<file path="src/rtl/wb_pkg.sv">
// Shared definitions for the register-file write scheduler.
// Contents:
//   - widths of the writeback bus and its fields
//   - bit offsets of the fields inside the 20-bit writeback bus
//   - wb_entry_t: one secondary-write buffer entry {valid, rdst, value}
package wb_pkg;

    localparam int WB_DATA_W   = 16;
    localparam int WB_REG_W    = 3;
    localparam int WB_BUS_W    = 20;

    localparam int WB_WE_BIT   = 0;
    localparam int WB_RDST_LSB = 1;
    localparam int WB_VAL_LSB  = 4;

    typedef struct packed {
        logic                 valid;
        logic [WB_REG_W-1:0]  rdst;
        logic [WB_DATA_W-1:0] value;
    } wb_entry_t;

endpackage

</file>
<file path="src/rtl/wb_aux_fifo.sv">
// Circular buffer for secondary register-file writes.
// Each entry carries a valid bit. A squash request clears the valid bit of
// every live entry whose rdst matches, in parallel. Squashed entries stay in
// the queue and are popped without a write by the consumer.
// Ports:
//   clk, rst       clock; asynchronous active-low reset
//   push           enqueue {push_rdst, push_value} at tail (ignored when full)
//   pop            dequeue head (ignored when empty)
//   squash_en      invalidate entries whose rdst == squash_rdst
//   head           entry at the head of the queue
//   count          occupancy, 0..DEPTH
//   full, empty    occupancy flags
module wb_aux_fifo
    import wb_pkg::*;
#(
    parameter  int DEPTH = 2,
    localparam int PTR_W = $clog2(DEPTH),
    localparam int CNT_W = PTR_W + 1
) (
    input  logic                 clk,
    input  logic                 rst,
    input  logic                 push,
    input  logic [WB_REG_W-1:0]  push_rdst,
    input  logic [WB_DATA_W-1:0] push_value,
    input  logic                 pop,
    input  logic                 squash_en,
    input  logic [WB_REG_W-1:0]  squash_rdst,
    output wb_entry_t            head,
    output logic [CNT_W-1:0]     count,
    output logic                 full,
    output logic                 empty
);

    wb_entry_t          mem_q [DEPTH];
    wb_entry_t          mem_d [DEPTH];
    logic [PTR_W-1:0]   head_q, head_d;
    logic [PTR_W-1:0]   tail_q, tail_d;
    logic [CNT_W-1:0]   count_q, count_d;
    logic [DEPTH-1:0]   squash_hit;
    logic               push_ok;
    logic               pop_ok;

    assign full    = (count_q == CNT_W'(DEPTH));
    assign empty   = (count_q == '0);
    assign push_ok = push && !full;
    assign pop_ok  = pop && !empty;
    assign head    = mem_q[head_q];
    assign count   = count_q;

    // One comparator per entry so all matches resolve in the same cycle.
    generate
        for (genvar gi = 0; gi < DEPTH; gi++) begin : g_squash
            assign squash_hit[gi] = squash_en && mem_q[gi].valid &&
                                    (mem_q[gi].rdst == squash_rdst);
        end
    endgenerate

    always_comb begin
        for (int i = 0; i < DEPTH; i++) begin
            mem_d[i] = mem_q[i];
            if (squash_hit[i]) begin
                mem_d[i].valid = 1'b0;
            end
        end
        // The tail slot is never live when a push is accepted, and the pushed
        // entry is younger than the squashing write, so it is written valid.
        if (push_ok) begin
            mem_d[tail_q] = '{valid: 1'b1, rdst: push_rdst, value: push_value};
        end

        head_d = pop_ok  ? head_q + PTR_W'(1) : head_q;
        tail_d = push_ok ? tail_q + PTR_W'(1) : tail_q;

        case ({push_ok, pop_ok})
            2'b10:   count_d = count_q + CNT_W'(1);
            2'b01:   count_d = count_q - CNT_W'(1);
            default: count_d = count_q;
        endcase
    end

    always_ff @(posedge clk or negedge rst) begin
        if (!rst) begin
            for (int i = 0; i < DEPTH; i++) begin
                mem_q[i] <= '0;
            end
            head_q  <= '0;
            tail_q  <= '0;
            count_q <= '0;
        end else begin
            for (int i = 0; i < DEPTH; i++) begin
                mem_q[i] <= mem_d[i];
            end
            head_q  <= head_d;
            tail_q  <= tail_d;
            count_q <= count_d;
        end
    end

endmodule

</file>
<file path="src/rtl/wb_write_scheduler.sv">
// Owner of the single register-file write port.
// The writeback stage always wins the port. Secondary writes (second write
// of SWAP, SP update of PUSH/POP) are buffered and drained when the pipeline
// is not writing. A pipeline write squashes older buffered writes to the same
// register. If the head entry waits too long, stall_req freezes the pipeline
// until the buffer is empty.
// Ports:
//   clk, rst       clock; asynchronous active-low reset
//   wb_bus         {value[19:4], rdst[3:1], regwrite[0]} from writeback
//   aux_valid/aux_value/aux_rdst   secondary write request (held by requester)
//   aux_ready      buffer has room (combinational)
//   rf_we/rf_addr/rf_data          registered register-file write port
//   stall_req      registered pipeline freeze request
//   buf_count      buffer occupancy
module wb_write_scheduler
    import wb_pkg::*;
#(
    parameter  int DEPTH      = 2,
    parameter  int STARVE_MAX = 3,
    localparam int CNT_W      = $clog2(DEPTH) + 1,
    localparam int WAIT_W     = $clog2(STARVE_MAX + 1)
) (
    input  logic                 clk,
    input  logic                 rst,
    input  logic [WB_BUS_W-1:0]  wb_bus,
    input  logic                 aux_valid,
    input  logic [WB_DATA_W-1:0] aux_value,
    input  logic [WB_REG_W-1:0]  aux_rdst,
    output logic                 aux_ready,
    output logic                 rf_we,
    output logic [WB_REG_W-1:0]  rf_addr,
    output logic [WB_DATA_W-1:0] rf_data,
    output logic                 stall_req,
    output logic [CNT_W-1:0]     buf_count
);

    logic                 wb_we;
    logic [WB_REG_W-1:0]  wb_rdst;
    logic [WB_DATA_W-1:0] wb_value;

    wb_entry_t            fifo_head;
    logic                 fifo_full;
    logic                 fifo_empty;
    logic                 fifo_pop;
    logic                 fifo_push;
    logic                 squash_en;

    logic                 rf_we_q, rf_we_d;
    logic [WB_REG_W-1:0]  rf_addr_q, rf_addr_d;
    logic [WB_DATA_W-1:0] rf_data_q, rf_data_d;
    logic                 stall_q, stall_d;
    logic [WAIT_W-1:0]    wait_q, wait_d;
    logic                 starved;

    assign wb_we    = wb_bus[WB_WE_BIT];
    assign wb_rdst  = wb_bus[WB_RDST_LSB +: WB_REG_W];
    assign wb_value = wb_bus[WB_VAL_LSB +: WB_DATA_W];

    // Readiness uses the pre-edge count: a full buffer refuses a push even
    // when it pops the same edge.
    assign aux_ready = !fifo_full;
    assign fifo_push = aux_valid && aux_ready;

    wb_aux_fifo #(
        .DEPTH (DEPTH)
    ) u_fifo (
        .clk         (clk),
        .rst         (rst),
        .push        (fifo_push),
        .push_rdst   (aux_rdst),
        .push_value  (aux_value),
        .pop         (fifo_pop),
        .squash_en   (squash_en),
        .squash_rdst (wb_rdst),
        .head        (fifo_head),
        .count       (buf_count),
        .full        (fifo_full),
        .empty       (fifo_empty)
    );

    // Grant: pipeline first, then buffer head. A squashed head is popped
    // with rf_we low; address/data keep their last value.
    always_comb begin
        rf_we_d   = 1'b0;
        rf_addr_d = rf_addr_q;
        rf_data_d = rf_data_q;
        fifo_pop  = 1'b0;
        squash_en = 1'b0;
        if (wb_we) begin
            rf_we_d   = 1'b1;
            rf_addr_d = wb_rdst;
            rf_data_d = wb_value;
            squash_en = 1'b1;
        end else if (!fifo_empty) begin
            fifo_pop = 1'b1;
            if (fifo_head.valid) begin
                rf_we_d   = 1'b1;
                rf_addr_d = fifo_head.rdst;
                rf_data_d = fifo_head.value;
            end
        end
    end

    // Starvation: count cycles the head loses to the pipeline, saturating.
    // Once the limit is reached the stall holds until the buffer is empty.
    assign starved = (wait_q == WAIT_W'(STARVE_MAX));

    always_comb begin
        wait_d = wait_q;
        if (fifo_empty || fifo_pop) begin
            wait_d = '0;
        end else if (wb_we && !starved) begin
            wait_d = wait_q + WAIT_W'(1);
        end

        stall_d = stall_q;
        if (starved) begin
            stall_d = 1'b1;
        end else if (fifo_empty) begin
            stall_d = 1'b0;
        end
    end

    always_ff @(posedge clk or negedge rst) begin
        if (!rst) begin
            rf_we_q   <= 1'b0;
            rf_addr_q <= '0;
            rf_data_q <= '0;
            stall_q   <= 1'b0;
            wait_q    <= '0;
        end else begin
            rf_we_q   <= rf_we_d;
            rf_addr_q <= rf_addr_d;
            rf_data_q <= rf_data_d;
            stall_q   <= stall_d;
            wait_q    <= wait_d;
        end
    end

    assign rf_we     = rf_we_q;
    assign rf_addr   = rf_addr_q;
    assign rf_data   = rf_data_q;
    assign stall_req = stall_q;

endmodule

</file>
<file path="config.mk">
export PLATFORM = sky130hd
export DESIGN_NAME = wb_write_scheduler
export DESIGN_NICKNAME = d
export VERILOG_FILES = /design/src/rtl/wb_pkg.sv /design/src/rtl/wb_aux_fifo.sv /design/src/rtl/wb_write_scheduler.sv
export SDC_FILE = /design/constraint.sdc
export NUM_CORES = 1
export LEC_CHECK = 0
export BUFFER_PORTS_ARGS = -buffer_cell sky130_fd_sc_hd__buf_2
export CORE_MARGIN = 4
export CORE_UTILIZATION = 40
export CTS_BUF_LIST = sky130_fd_sc_hd__clkbuf_4 sky130_fd_sc_hd__clkbuf_8
export CTS_CLUSTER_SIZE = 12
export DETAILED_ROUTE_END_ITERATION = 8
export SLEW_MARGIN = 20
export SYNTH_ARGS = -nofsm -noshare
export SYNTH_HDL_FRONTEND = slang
export SYNTH_SLANG_ARGS = --single-unit
</file>
<file path="constraint.sdc">
create_clock -name clk -period 1.65 [get_ports clk]
set_input_delay 0.4125 -clock clk [delete_from_list [all_inputs] [get_ports clk]]
set_output_delay 0.4125 -clock clk [all_outputs]
set_load 0.02 [all_outputs]
</file>
-- After elaboration in Yosys (flattened, before gate mapping)
Cells that the tools add are included.
W data, S select, Z words.
- register bits: 67
- input port bits: 42
- output and inout bits: 24
- word-level logic and storage cells: 76
- add/subtract/negate cells: 5
- order comparisons: 3
- equality and inequality tests: 7
- mux-type cells: 26
- bitwise operators: 2
- reductions and logical operators: 19
- operators with widths (cell ; count):
    $mux W20 ; 4
    $mux W16 ; 3
    $bwmux W40 ; 1
    $mux W40 ; 1
    $demux W20 S1 ; 1
    $mux W1 ; 10
    $logic_and A1 B1 Y1 ; 9
    $mux W3 ; 3
    $reduce_bool A2 Y1 ; 4
    $eq A2 B2 Y1 const B ; 3
    $eq A3 B3 Y1 ; 2
    $add A2 B1 Y2 const B ; 2
    $ge A2 B2 Y1 const B ; 2
    $mux W2 ; 2
    $not A1 Y2 ; 2
    $pmux W2 S2 ; 1
    $logic_not A1 Y1 ; 3
    $add A1 B1 Y1 const B ; 2
    $eq A2 B1 Y1 const B ; 1
    $logic_not A2 Y1 ; 1
    $lt A2 B1 Y1 const B ; 1
    $ne A2 B2 Y1 const B ; 1
    $reduce_and A2 Y1 ; 1
    $sub A2 B1 Y2 const B ; 1
    $logic_or A1 B1 Y1 ; 1

-- Longest topological paths before layout
- depth in word-level cells: 7
- mapped depth: 7
- mapped depth without buffers: 6

-- By module
Synthesis repeated with hierarchy kept, for this count alone.
- cell total of the unflattened synthesis: 257
- area, all modules: 3435.8 um2
- by module, submodules not included (module ; instances ; cells each ; area an instance (um2) ; seq. area each (um2)):
    wb_aux_fifo ; 1 ; 133 ; 2026.9 ; 1101.1
    wb_write_scheduler ; 1 ; 124 ; 1408.9 ; 575.6

-- Least setup slack after synthesis
Ideal clock, no wire load.
- path type: register -> register
- start: register u_fifo.count_q[0], in the netlist u_fifo.count[0]
- end: register with a tool-made name
- library setup time: 0.125 ns
- arrival: 1.514 ns
- data required time: 1.525 ns
- slack: 0.011 ns
- stages on the path, launching flop included: 6
- buffers on the path: 2
- clock period less this slack: 1.639 ns
- path through: dfrtp_1 nand2b_4 and3b_1 buf_6 buf_12 mux2_4
- RTL lines (what ; RTL line ; text):
    start, declared ; wb_aux_fifo.sv:38 ; logic [CNT_W-1:0] count_q, count_d;
    start signal, assigned ; wb_aux_fifo.sv:95 ; count_q <= count_d;

-- Worst setup path in the final report
- start: register u_fifo.count_q[1], in the netlist u_fifo.count[1]
- end: output port aux_ready
- word-level cells in the longest chain between the ends: 2
- ends and longest elaborated chain (what ; RTL line ; text):
    $eq A2 B2 Y1 ; wb_aux_fifo.sv:43 ; assign full = (count_q == CNT_W'(DEPTH));
    $logic_not A1 Y1 ; wb_write_scheduler.sv:61 ; assign aux_ready = !fifo_full;
    end, declared ; wb_write_scheduler.sv:29 ; output logic aux_ready,
No other way between the ends.

==> impl_metrics.py <==
metrics = {
    "status": {
        "outcome": "finished, final reports clean",
    },
    "floorplanning": {
        "die_x_um": 95.2,
        "core_um2": 7330,
        "die_area_um2": 9060,
        "fp-row-count": 31,
        "ios": 66,
        "die_h_um": 95.2,
        "start_util_pct": 41.5,
    },
    "detailed_routing": {
        "routedWlPerCell_um": 14.9,
        "drtPass1Iterations": 4,
        "drt_iter0_drc": 44,
        "drt-total-wl_mm": 6.06,
        "route.detailed.drc": 0,
        "vias_per_cell": 4.87,
        "dr_total_vias": 1979,
        "postRouteAntennaNets": 0,
    },
    "sta": {
        "fmax_ghz": 0.678,
        "tightest_slew_ns": 0.362,
        "slew_viol_final": 0,
        "hold_viol_final": 0,
        "skew_ns": 0.00829,
        "period_share_pct": 89.4,
        "setup_viol": 0,
        "setup_ws_ns": 0.174,
        "tns_ns": 0,
        "period_needed_ns": 1.48,
        "slew_headroom_pct": 75.9,
        "rsz0062_at_grt": "no",
    },
    "cts": {
        "root_buffer": "clkbuf_8",
        "path_clk_slew_ns": 0.07,
        "post_cts_resized": 0,
        "clk_latency_ns": 0.33,
        "cts_tree": "yes",
        "cts_sinks": 67,
        "post-cts-setup-buffers": 0,
        "cts_buffer_depth": 2,
        "cts-buffers-inserted": 9,
        "ctsHoldBuffers": 0,
        "cts_max_level": 3,
    },
    "synth": {
        "synth_seq_cells": 67,
        "ys.warnings.count": 0,
        "syn_nets": 273,
        "syn_avg_cell_area_um2": 13.3,
        "netlist_area_um2": 3040,
        "synthArstFlopShare_pct": 100,
        "synth_top_cell_by_area": "dfrtp_1",
        "yosysMostFrequentCell": "dfrtp_1",
        "yosys.area.top_type_share_pct": 55.1,
        "yosys-top-cells-count": "67 x dfrtp_1, 44 x mux2_2, 21 x mux2i_1, 21 x nand2_1, 19 x o21ai_0",
        "synth.area.top_cells": "dfrtp_1 55%, mux2_2 16%, mux2i_1 6.9%",
        "synth_edf_count": 0,
        "yosysUniqueCellTypes": 23,
        "synthFlopType": "dfrtp_1",
        "synth-seq-area-share_pct": 55.1,
        "synth_cells": 229,
    },
    "grt": {
        "grt_pass1_vias": 2091,
        "grt_max_degree": 68,
        "overflow": 0,
        "grt_pass1_wl_mm": 10.2,
        "grt_use_total_pct": 14.7,
        "antenna_found_initial": 0,
    },
    "setup_path": {
        "crit_fanout": 6,
        "cp-end-kind": "output port",
        "cp-start-kind": "flop",
        "worstPathArrival_ns": 1.06,
        "critical_path_required_ns": 1.24,
        "path_class": "reg2out",
    },
    "job": {
        "cap_violations": 0,
    },
    "cells_and_area": {
        "area_delta_synth_final_pct": 22.6,
        "final_core_utilization_pct": 50.8,
        "fin_nets": 346,
        "antenna_cells": 0,
        "nFillCells": 678,
        "drive_above_1_share_pct": 47.9,
        "final_cells": 406,
    },
    "power_and_ir_drop": {
        "internal_power_mw": 4.93,
        "pwr-share-seq_pct": 39.7,
        "power.leakage_nw": 1.80,
        "clkPwrFrac_pct": 18.8,
        "powerDensity_nw_per_um2": 2000,
        "swShare_pct": 33.9,
        "power_frac_comb_pct": 41.6,
        "p_sw_mw": 2.53,
        "ir_drop_uv": 884,
    },
    "placement": {
        "place_congestion": 0.726,
        "preCtsSetupSlack_ns": 0.184,
        "place_inst": 390,
        "io_buffers": 65,
        "hpwlAfterDp_mm": 4.20,
    },
    "worst_hold_path": {
        "min_path_type": "in2async",
    },
}
[critical path, cell delays in order (launching register included)]
cell	delay, ns
dfrtp_1	0.46
nand2b_4	0.11
buf_2	0.16
[stage by stage]
stage	power, mW	hold WS (ns)	area [um^2]
after floorplan	5.23	0.117	3040
after global placement	6.06	0.465	3520
after detailed placement	6.14	0.467	3520
after CTS	7.55	0.105	3730
after global routing	7.99	0.113	3730
final	7.45	0.0873	3730
[final cells by class]
cell class	instances	area, um^2	share of cell area (%)
clock buffers	14	168	4.50
clock inverters	2	35.0	0.940
inverters	4	15.0	0.403
multi-input cells	145	1270	34.1
flip-flops and latches	67	1680	45.0
well taps	99	124	3.32
repair buffers	75	438	11.7
[power by group through the flow]
stage	combinational, mW	sequential (mW)	clock [mW]
after floorplan	1.98	3.24	0
after global placement	3.09	2.97	0
after CTS	3.15	2.97	1.42
after detailed placement	3.14	3.00	0
after global routing	3.40	3.08	1.50
final	3.10	2.96	1.40
[cells in the final DEF, fill, tap and decap left out, types with 3 or more instances in the layout]
cell type,count
buf_12,3
buf_2,65
buf_4,7
clkbuf_4,4
clkbuf_8,10
dfrtp_1,67
inv_1,4
mux2_2,44
mux2_4,10
mux2i_1,21
nand2_1,21
nor2_1,5
o21ai_0,19
o221ai_1,3
xnor2_1,3
xor2_1,9
[routing by layer]
layer,global-route usage [%],part of all wire [%]
met1,19.6,47
met2,23.0,48
met3,3.63,3.6
met4,6.13,1.3
met5,0,0
[worst paths after layout]
check,to,cells past startpoint,start,slack (ns)
worst min-delay path,rf_data[7],2,rst,0.09
min in group clk,flop,2,aux_value[11],0.32
worst min register to register,rf_data[12],1,rf_data[12],0.50
worst max-delay path,aux_ready,2,u_fifo.count[1],0.17
worst max register to register,rf_data[8],4,u_fifo.count[1],0.17
max in group asynchronous,u_fifo.count[0],2,rst,1.27
[cell families after synthesis]
group,Yosys count,synth area share [%]
mux,75,28.1
flops,67,55.1
simple gates,31,4.53
compound gates,25,4.73
buf+inv,17,3.17
xor+xnor,12,3.46
fa+ha+maj,2,0.823
No activity file was read; power rests on OpenSTA's default activity.
